`config.mk`:
```
export PLATFORM = sky130hd
export DESIGN_NAME = idli_sqi_ctrl_m
export DESIGN_NICKNAME = d
export VERILOG_FILES = /design/src/rtl/idli_pkg.sv /design/src/rtl/idli_sqi_ctrl_m.sv
export SDC_FILE = /design/constraint.sdc
export NUM_CORES = 1
export LEC_CHECK = 0
export ABC_AREA = 1
export CAP_MARGIN = 10
export CORE_ASPECT_RATIO = 0.5
export CORE_MARGIN = 5
export CORE_UTILIZATION = 44
export DETAILED_ROUTE_END_ITERATION = 8
export PLACE_DENSITY = 0.86
export RECOVER_POWER = 100
export SLEW_MARGIN = 20
export SYNTH_ARGS = -nofsm -noshare
export SYNTH_HDL_FRONTEND = slang
export SYNTH_SLANG_ARGS = --single-unit
```
`constraint.sdc`:
```
create_clock -name i_sqi_gck -period 1.7 [get_ports i_sqi_gck]
set_input_delay 0.34 -clock i_sqi_gck [delete_from_list [all_inputs] [get_ports i_sqi_gck]]
set_output_delay 0.34 -clock i_sqi_gck [all_outputs]
set_load 0.01 [all_outputs]
```
`src/rtl/idli_pkg.sv`:
```
// Shared types and SRAM command constants for the idli SQI memory path.
package idli_pkg;

    typedef logic [3:0] sqi_data_t;

    typedef enum logic [2:0] {
        SQI_INIT,
        SQI_IDLE,
        SQI_CMD,
        SQI_ADDR,
        SQI_DUMMY,
        SQI_DATA,
        SQI_END
    } sqi_state_t;

    localparam logic [7:0] SQI_CMD_RD   = 8'h03;
    localparam logic [7:0] SQI_CMD_WR   = 8'h02;
    localparam logic [7:0] SQI_CMD_EQIO = 8'h38;

endpackage

```
`src/rtl/idli_sqi_ctrl_m.sv`:
```
// SQI SRAM initiator: command/address/dummy/data sequencing with redirect support.
// Define IDLI_SQI_INIT_EN to send EQIO after reset and switch the SRAM to quad mode.
module idli_sqi_ctrl_m
    import idli_pkg::*;
#(
    parameter int unsigned ADDR_W = 16,
    parameter int unsigned CS_GAP = 1,
    parameter logic [7:0]  CMD_RD = SQI_CMD_RD,
    parameter logic [7:0]  CMD_WR = SQI_CMD_WR
) (
    input  logic              i_sqi_gck,
    input  logic              i_sqi_rst_n,
    input  logic              i_sqi_req,
    input  logic              i_sqi_wr,
    input  logic [ADDR_W-1:0] i_sqi_addr,
    input  logic              i_sqi_end,
    output logic              o_sqi_req_rdy,
    output sqi_data_t         o_sqi_rd_data,
    output logic              o_sqi_rd_vld,
    input  sqi_data_t         i_sqi_wr_data,
    input  logic              i_sqi_wr_vld,
    output logic              o_sqi_wr_rdy,
    output logic              o_sqi_cs_n,
    output logic              o_sqi_sck_en,
    output logic [3:0]        o_sqi_sio,
    output logic [3:0]        o_sqi_sio_en,
    input  logic [3:0]        i_sqi_sio
);

    localparam int unsigned GAP_W = $clog2(CS_GAP + 1);
    localparam logic [GAP_W-1:0] GAP_LAST = GAP_W'(CS_GAP - 1);

`ifdef IDLI_SQI_INIT_EN
    localparam sqi_state_t RST_STATE   = SQI_INIT;
    localparam logic       RST_REQ_RDY = 1'b0;
`else
    localparam sqi_state_t RST_STATE   = SQI_IDLE;
    localparam logic       RST_REQ_RDY = 1'b1;
`endif

    sqi_state_t        state_q, state_d;
    logic [2:0]        cnt_q, cnt_d;
    logic [GAP_W-1:0]  gap_q, gap_d;
    logic              wr_q, wr_d;
    logic [ADDR_W-1:0] addr_q, addr_d;
    logic              redir_q, redir_d;
    logic              cs_n_q, cs_n_d;
    logic              sck_en_q, sck_en_d;
    logic [3:0]        sio_q, sio_d;
    logic [3:0]        sio_en_q, sio_en_d;
    logic              req_rdy_q, req_rdy_d;
    logic              wr_rdy_q, wr_rdy_d;
    logic              consume;
    logic [7:0]        cmd;
    logic [23:0]       baddr;

    // Outputs are computed from the next state so they line up with state_q.
    always_comb begin
        state_d = state_q;
        cnt_d   = cnt_q;
        gap_d   = gap_q;
        wr_d    = wr_q;
        addr_d  = addr_q;
        redir_d = redir_q;
        consume = (state_q == SQI_DATA) && wr_q && i_sqi_wr_vld && !i_sqi_req && !i_sqi_end;

        case (state_q)
`ifdef IDLI_SQI_INIT_EN
            SQI_INIT: begin
                // cs_n still high marks the pre-start cycle right after reset
                if (cs_n_q) begin
                    cnt_d = '0;
                end else if (cnt_q == 3'd7) begin
                    state_d = SQI_END;
                    gap_d   = '0;
                end else begin
                    cnt_d = cnt_q + 3'd1;
                end
            end
`endif
            SQI_IDLE: begin
                if (i_sqi_req && req_rdy_q) begin
                    wr_d    = i_sqi_wr;
                    addr_d  = i_sqi_addr;
                    state_d = SQI_CMD;
                    cnt_d   = '0;
                end
            end
            SQI_CMD: begin
                if (cnt_q == 3'd1) begin
                    state_d = SQI_ADDR;
                    cnt_d   = '0;
                end else begin
                    cnt_d = cnt_q + 3'd1;
                end
            end
            SQI_ADDR: begin
                if (cnt_q == 3'd5) begin
                    state_d = wr_q ? SQI_DATA : SQI_DUMMY;
                    cnt_d   = '0;
                end else begin
                    cnt_d = cnt_q + 3'd1;
                end
            end
            SQI_DUMMY: begin
                if (cnt_q == 3'd1) begin
                    state_d = SQI_DATA;
                    cnt_d   = '0;
                end else begin
                    cnt_d = cnt_q + 3'd1;
                end
            end
            SQI_DATA: begin
                if (i_sqi_req) begin
                    wr_d    = i_sqi_wr;
                    addr_d  = i_sqi_addr;
                    redir_d = 1'b1;
                    state_d = SQI_END;
                    gap_d   = '0;
                end else if (i_sqi_end) begin
                    state_d = SQI_END;
                    gap_d   = '0;
                end
            end
            SQI_END: begin
                if (gap_q == GAP_LAST) begin
                    state_d = redir_q ? SQI_CMD : SQI_IDLE;
                    cnt_d   = '0;
                    redir_d = 1'b0;
                end else begin
                    gap_d = gap_q + 1'b1;
                end
            end
            default: state_d = SQI_IDLE;
        endcase

        cmd             = wr_d ? CMD_WR : CMD_RD;
        baddr           = '0;
        baddr[ADDR_W:1] = addr_d;

        cs_n_d    = 1'b1;
        sck_en_d  = 1'b0;
        sio_d     = '0;
        sio_en_d  = '0;
        req_rdy_d = 1'b0;
        wr_rdy_d  = 1'b0;

        case (state_d)
`ifdef IDLI_SQI_INIT_EN
            SQI_INIT: begin
                cs_n_d   = 1'b0;
                sck_en_d = 1'b1;
                sio_d    = {3'b000, SQI_CMD_EQIO[3'd7 - cnt_d]};
                sio_en_d = 4'b0001;
            end
`endif
            SQI_IDLE: req_rdy_d = 1'b1;
            SQI_CMD: begin
                cs_n_d   = 1'b0;
                sck_en_d = 1'b1;
                sio_d    = cnt_d[0] ? cmd[3:0] : cmd[7:4];
                sio_en_d = 4'hF;
            end
            SQI_ADDR: begin
                cs_n_d   = 1'b0;
                sck_en_d = 1'b1;
                sio_d    = baddr[5'd20 - {cnt_d, 2'b00} +: 4];
                sio_en_d = 4'hF;
            end
            SQI_DUMMY: begin
                cs_n_d   = 1'b0;
                sck_en_d = 1'b1;
            end
            SQI_DATA: begin
                cs_n_d    = 1'b0;
                req_rdy_d = 1'b1;
                if (wr_d) begin
                    // A nibble accepted this cycle goes out on the bus next cycle.
                    wr_rdy_d = 1'b1;
                    sio_en_d = 4'hF;
                    sck_en_d = consume;
                    sio_d    = consume ? i_sqi_wr_data : sio_q;
                end else begin
                    sck_en_d = 1'b1;
                end
            end
            default: ;
        endcase
    end

    always_ff @(posedge i_sqi_gck or negedge i_sqi_rst_n) begin
        if (!i_sqi_rst_n) begin
            state_q   <= RST_STATE;
            cnt_q     <= '0;
            gap_q     <= '0;
            wr_q      <= 1'b0;
            addr_q    <= '0;
            redir_q   <= 1'b0;
            cs_n_q    <= 1'b1;
            sck_en_q  <= 1'b0;
            sio_q     <= '0;
            sio_en_q  <= '0;
            req_rdy_q <= RST_REQ_RDY;
            wr_rdy_q  <= 1'b0;
        end else begin
            state_q   <= state_d;
            cnt_q     <= cnt_d;
            gap_q     <= gap_d;
            wr_q      <= wr_d;
            addr_q    <= addr_d;
            redir_q   <= redir_d;
            cs_n_q    <= cs_n_d;
            sck_en_q  <= sck_en_d;
            sio_q     <= sio_d;
            sio_en_q  <= sio_en_d;
            req_rdy_q <= req_rdy_d;
            wr_rdy_q  <= wr_rdy_d;
        end
    end

    assign o_sqi_rd_data = i_sqi_sio;
    assign o_sqi_rd_vld  = (state_q == SQI_DATA) && !wr_q && !i_sqi_req && !i_sqi_end;
    assign o_sqi_req_rdy = req_rdy_q;
    assign o_sqi_wr_rdy  = wr_rdy_q;
    assign o_sqi_cs_n    = cs_n_q;
    assign o_sqi_sck_en  = sck_en_q;
    assign o_sqi_sio     = sio_q;
    assign o_sqi_sio_en  = sio_en_q;

endmodule
```
=== Word-level counts from Yosys, hierarchy flattened ===
Index checks and enable logic that the tools add are counted.

* Add/subtract/negate cells: 3
* Equal/unequal tests: 17
* Shift operators: 1
* Multiplexer cells: 41
* Reductions and logical operators: 19

{| class="wikitable"
|+ Operators by type and width
! kind !! number
|-
| 3-bit 2-to-1 mux || 11
|-
| 16-bit 2-to-1 mux || 2
|-
| 16-bit case mux with 2 select lines || 1
|-
| 24-bit by 6-bit variable part select with 4-bit output || 1
|-
| 3-bit equality test (second input constant) || 6
|-
| 3-bit case mux with 6 select lines || 1
|-
| 1-bit 2-to-1 mux || 14
|-
| 3-bit by 2-bit equality test with 1-bit output (second input constant) || 4
|-
| 4-bit 2-to-1 mux || 3
|-
| 3-bit case mux with 4 select lines || 1
|-
| 4-bit case mux with 3 select lines || 1
|-
| 3-bit by 1-bit equality test with 1-bit output (second input constant) || 3
|-
| 1-bit logical AND || 8
|-
| 1-bit case mux with 2 select lines || 4
|-
| 4-bit case mux with 2 select lines || 1
|-
| 3-bit inequality test (second input constant) || 2
|-
| 2-bit OR reduction || 3
|-
| 5-bit subtractor (first input constant) || 1
|-
| 2-bit 2-to-1 mux || 2
|-
| 2-bit inequality test (second input constant) || 2
|-
| 4-bit OR reduction || 1
|-
| 3-bit by 1-bit adder with 3-bit output (second input constant) || 1
|-
| 1-bit zero test || 3
|-
| 3-bit AND reduction || 1
|-
| 4 further kinds || 4
|}

* Flip-flop bits (word level): 37
* Input bits: 30
* Output and inout bits: 17

=== Longest topological paths before layout ===
* Depth after elaboration: 8
* Gate-level depth with buffers: 17

=== Least setup slack after synthesis ===
Ideal clock, no wire load.

* Path kind: register to register
* From: register state_q[0]
* To: register sio_q[2] (netlist: o_sqi_sio[2])
* Library setup time: 0.116 ns
* Data arrival time: 1.647 ns
* Data required time: 1.584 ns
* Path slack: -0.063 ns
* Stages on the path, launching flop included: 15
* Buffers on the path: 1
* Clock period less this slack: 1.763 ns
* Path through: dfstp_2 > inv_2 > nor2_4 > nand3_2 > nand2_2 > buf_6 > nor2_1 > a31oi_1 > nand2_1 > nand3_1 > nand2_1 > nand2_1 > nand2_1 > nand2_1 > nand2_1

* Longest elaborated chain between the ends: 6
* Elaborated cells on any way between the ends: 30
* Those cells by class: add/sub (1); eq/ne (10); shift (1); mux (13); reduce/logical (5)

{| class="wikitable"
|+ Ends and longest elaborated chain
! what !! RTL line !! text
|-
| from (decl) || idli_sqi_ctrl_m.sv:41 || <nowiki>sqi_state_t state_q, state_d;</nowiki>
|-
| from (signal assigned) || idli_sqi_ctrl_m.sv:206 || <nowiki>state_q <= state_d;</nowiki>
|-
| 3-bit equality test (tied with other cells) || idli_sqi_ctrl_m.sv:67 || <nowiki>case (state_q)</nowiki>
|-
| 2-bit OR reduction (no line) or 1-bit logical AND (tied branches) || -- ||
|-
| 3-bit case mux with 4 select lines or 1-bit logical AND (tied branches) || idli_sqi_ctrl_m.sv:67, idli_sqi_ctrl_m.sv:65 ||
|-
| 5-bit subtractor or 1-bit logical AND (tied branches) || idli_sqi_ctrl_m.sv:167, idli_sqi_ctrl_m.sv:65 ||
|-
| 24-bit by 6-bit variable part select with 4-bit output or 1-bit logical AND (tied branches) || idli_sqi_ctrl_m.sv:167, idli_sqi_ctrl_m.sv:65 ||
|-
| 4-bit case mux with 3 select lines or 3-bit inequality test (tied branches) || -- ||
|-
| to (signal assigned) || idli_sqi_ctrl_m.sv:214 || <nowiki>sio_q <= sio_d;</nowiki>
|-
| to (decl) || idli_sqi_ctrl_m.sv:49 || <nowiki>logic [3:0] sio_q, sio_d;</nowiki>
|}

Several ways; a longest one is shown, not always the timed one.
A chain may end at the register's enable or synchronous reset.

=== Worst setup path in the final report ===
* From: register state_q[0]
* To: register sio_q[0] (netlist: o_sqi_sio[0])

* Longest elaborated chain between the ends: 6
* Elaborated cells on any way between the ends: 32
* Those cells by class: add/sub (1); eq/ne (10); shift (1); mux (15); reduce/logical (5)

{| class="wikitable"
|+ Ends and longest elaborated chain
! what !! RTL line !! text
|-
| 3-bit equality test or 3-bit by 2-bit equality test with 1-bit output (tied branches) || idli_sqi_ctrl_m.sv:67 ||
|-
| 2-bit OR reduction (no line) || -- ||
|-
| 3-bit case mux with 4 select lines * || idli_sqi_ctrl_m.sv:67 ||
|-
| via cnt_d[1] || idli_sqi_ctrl_m.sv:42 || <nowiki>logic [2:0] cnt_q, cnt_d;</nowiki>
|-
| 5-bit subtractor * || idli_sqi_ctrl_m.sv:167 || <nowiki>sio_d = baddr[5'd20 - {cnt_d, 2'b00} +: 4];</nowiki>
|-
| 24-bit by 6-bit variable part select with 4-bit output * || idli_sqi_ctrl_m.sv:167 ||
|-
| 4-bit case mux with 3 select lines * || idli_sqi_ctrl_m.sv:148 || <nowiki>case (state_d)</nowiki>
|}

The timed path passes the listed nets; every way through them passes the cells marked *.

==> flow_summary.json <==
{
  "boundaryPins": 47,
  "place_area_mm2": 0.00260,
  "cts_sinks": 33,
  "syn_inst": 261,
  "worstSetupStartpointType": "flop",
  "grt_pass1_vias": 2140,
  "die_area_mm2": 0.00580,
  "drt_iter0_drc": 301,
  "fin_ws_ps": -558,
  "period_needed_ps": 2260,
  "totalWireLength_um": 8650,
  "drc_errors": 0,
  "grt_max_degree": 34,
  "p_int_mw": 3.54,
  "fmax_ghz": 0.443,
  "synthSimpleGateAreaFrac": 0.382,
  "vias_per_cell": 5.89,
  "worstSetupPathType": "flop to flop",
  "final_cell_count_no_fill": 415,
  "diodes": 0,
  "vdd_drop_max_mv": 1.09,
  "critPathCaptureType": "flop",
  "yosysMostFrequentCell": "nand2_1",
  "violations": "setup timing",
  "dp_cells": 385,
  "synth_edf_count": 0,
  "synth_ff_type": "dfrtp_1",
  "swShare": 0.481,
  "relSlewSlack": 0.413,
  "syn_area_per_cell_um2": 7.26,
  "yosys_warnings": 0,
  "path_clk_slew_ps": 80,
  "status": "complete, but fails checks",
  "required_ps": 1900,
  "initial_core_util": 0.471,
  "synthAdderAreaFrac": 0.0132,
  "slew_violations": 0,
  "multi_input_area_mm2": 0.00115,
  "synth_common_cells": "nand2_1 (84), nand3_1 (48), dfrtp_1 (30)",
  "hold_viol": 0,
  "synth_top_area_cell": "dfrtp_1",
  "drt.antenna.violating_nets": 0,
  "rsz0062_at_grt": "true",
  "cts_tree": "done",
  "dpl.hpwl_um": 3850,
  "place_ws_ps": -559,
  "crit_arrival_ps": 2460,
  "fin_setup_tns_ps": -3570,
  "synth_xor_area_frac": 0,
  "routedWlPerCell_um": 20.8,
  "pwr-share-seq": 0.210,
  "firstDrtPassIters": 5,
  "worstMarginPinSlew_ps": 880,
  "die_x_um": 103,
  "cts_max_path_buffers": 2,
  "period_share": 1.33,
  "synth_cell_types": 28,
  "synth_compound_area_frac": 0.0509,
  "core_mm2": 0.00402,
  "drive_gt1_frac": 0.443,
  "synth_area_leaders": "dfrtp_1 (40%), nand2_1 (17%), nand3_1 (13%)",
  "switchingPower_mw": 3.27,
  "fin_skew_ps": 13.7,
  "p_comb_frac": 0.702,
  "async_reset_ff_frac": 1.00,
  "min_path_type": "flop to flop",
  "stdcell_area_mm2": 0.00322,
  "antenna_found_initial": 0,
  "synthMuxAreaShare": 0,
  "syn_area_mm2": 0.00189,
  "p_leak_nw": 1.63,
  "nFillCells": 196,
  "synth_top_family_by_area": "simple AND/OR/NAND/NOR gates",
  "synth_top_area_share": 0.396,
  "grt_pass1_wl_um": 9860,
  "seq_area_frac_synth": 0.438,
  "setup_violations": 19,
  "cts_made_buffers": 5,
  "clock_latency_ps": 300,
  "track_usage": 0.217,
  "layout.nets": 392,
  "place_congestion": 0.893,
  "maxCapViolations": 0,
  "clockPowerShare": 0.088,
  "vias": 2444,
  "portBuffers": 38,
  "fin_util": 0.799,
  "power_density_mw_per_mm2": 2120,
  "grt_overflow": 0,
  "htreeDepth": 2,
  "syn_to_final_growth_pct": 69.8,
  "synth-seq-cells": 33,
  "die_h_um": 56.4,
  "syn-num-nets": 293,
  "seqCellArea_um2": 831,
  "row_count": 16,
  "cts_root_buf": "clkbuf_8",
  "critPathMaxFanout": 5,
  "cts_hold_buffers": 0
}
[repair_timing]
item	in CTS	in global routing
buffers inserted	5	17
cloned	0	2
setup endpoints to repair	10	11
gates resized for setup	42	64
pin swaps	6	44
[worst max-delay path: stages, from the launching register on]
cell,delay (ps)
dfstp_2,620
buf_12,130
o21ai_1,90
nand2_2,120
inv_1,80
nor2_1,100
nand2_1,110
nand2_4,130
buf_4,140
nor2_2,50
nor2_1,160
nand2_1,100
nand3_1,100
nand2_1,70
nand2_1,80
nand2_1,60
[state kept, by name, indices dropped and copies added (netlist names)]
register,count
o_sqi_cs_n,1
o_sqi_sio,4
o_sqi_sck_en,1
o_sqi_sio_en,1
wr_q,1
redir_q,1
addr_q,16
cnt_q,3
state_q,3
o_sqi_wr_rdy,1
o_sqi_req_rdy,1
[through the flow]
step,hold slack [ps],power (mW)
3_3_place_gp,467,4.29
4_1_cts,468,5.37
3_5_place_dp,468,4.40
5_1_grt,517,7.12
2_1_floorplan,44.4,3.05
6_report,491,6.81
[layout by cell type (no fill, tap or decap), types with 5 or more instances in the layout]
cell type        synthesis  layout
nand2_1                 84      55
buf_4                    7      49
clkdlybuf4s50_1          0      34
nand3_1                 48      31
nand2_2                  3      29
dfrtp_1                 30      29
inv_1                   28      24
nand3_2                  1      15
buf_6                    2      11
nor2_1                  17       9
inv_2                    5       7
nor2_4                   2       5
nor2_2                   0       5
clkbuf_8                 0       5
[area by class of cell]
type,count,share of cell area
timing repair buffer,104,0.295
inverter,34,0.0420
sequential,33,0.258
tap,54,0.0210
clock buffer,6,0.0226
multi-input combinational,182,0.358
clock inverter,2,0.00311
[power groups by stage]
stage                     logic, mW  registers (mW)  clock network (mW)
after CTS                      3.46            1.35               0.572
after floorplan                1.70            1.34                   0
final                          4.78            1.43               0.600
after global routing           5.05            1.44               0.628
after detailed placement       3.06            1.35                   0
after global placement         2.97            1.33                   0
[metal layers]
metal | vias up | track usage | wire [µm]
met5 | - | 0 | 0
met4 | 0 | 0.0904 | 532
met3 | 65 | 0.0606 | 803
met2 | 196 | 0.354 | 4130
met1 | 1151 | 0.269 | 3190
li1 | 1032 | - | -
[logic make-up (layout without fill, tap and decap cells)]
kind of cell | count (synthesis) | after routing
flops | 33 | 33
buf+inv | 47 | 146
fa+ha+maj | 2 | 2
simple gates | 162 | 163
compound gates | 17 | 17
[worst paths after layout]
| path | cells after the start | from | end | slack, ps |
|---|---|---|---|---|
| max | 15 | state_q[0] | o_sqi_sio[0] | -560 |
| min | 2 | o_sqi_sio[3] | o_sqi_sio[3] | 490 |
| max reg2reg | 15 | state_q[0] | o_sqi_sio[0] | -560 |
| min reg2reg | 2 | o_sqi_sio[3] | o_sqi_sio[3] | 490 |
| max in group asynchronous | 2 | i_sqi_rst_n | state_q[1] | 410 |
| min in group asynchronous | 2 | i_sqi_rst_n | cnt_q[0] | 680 |
Power figures use the tool's default switching activity.
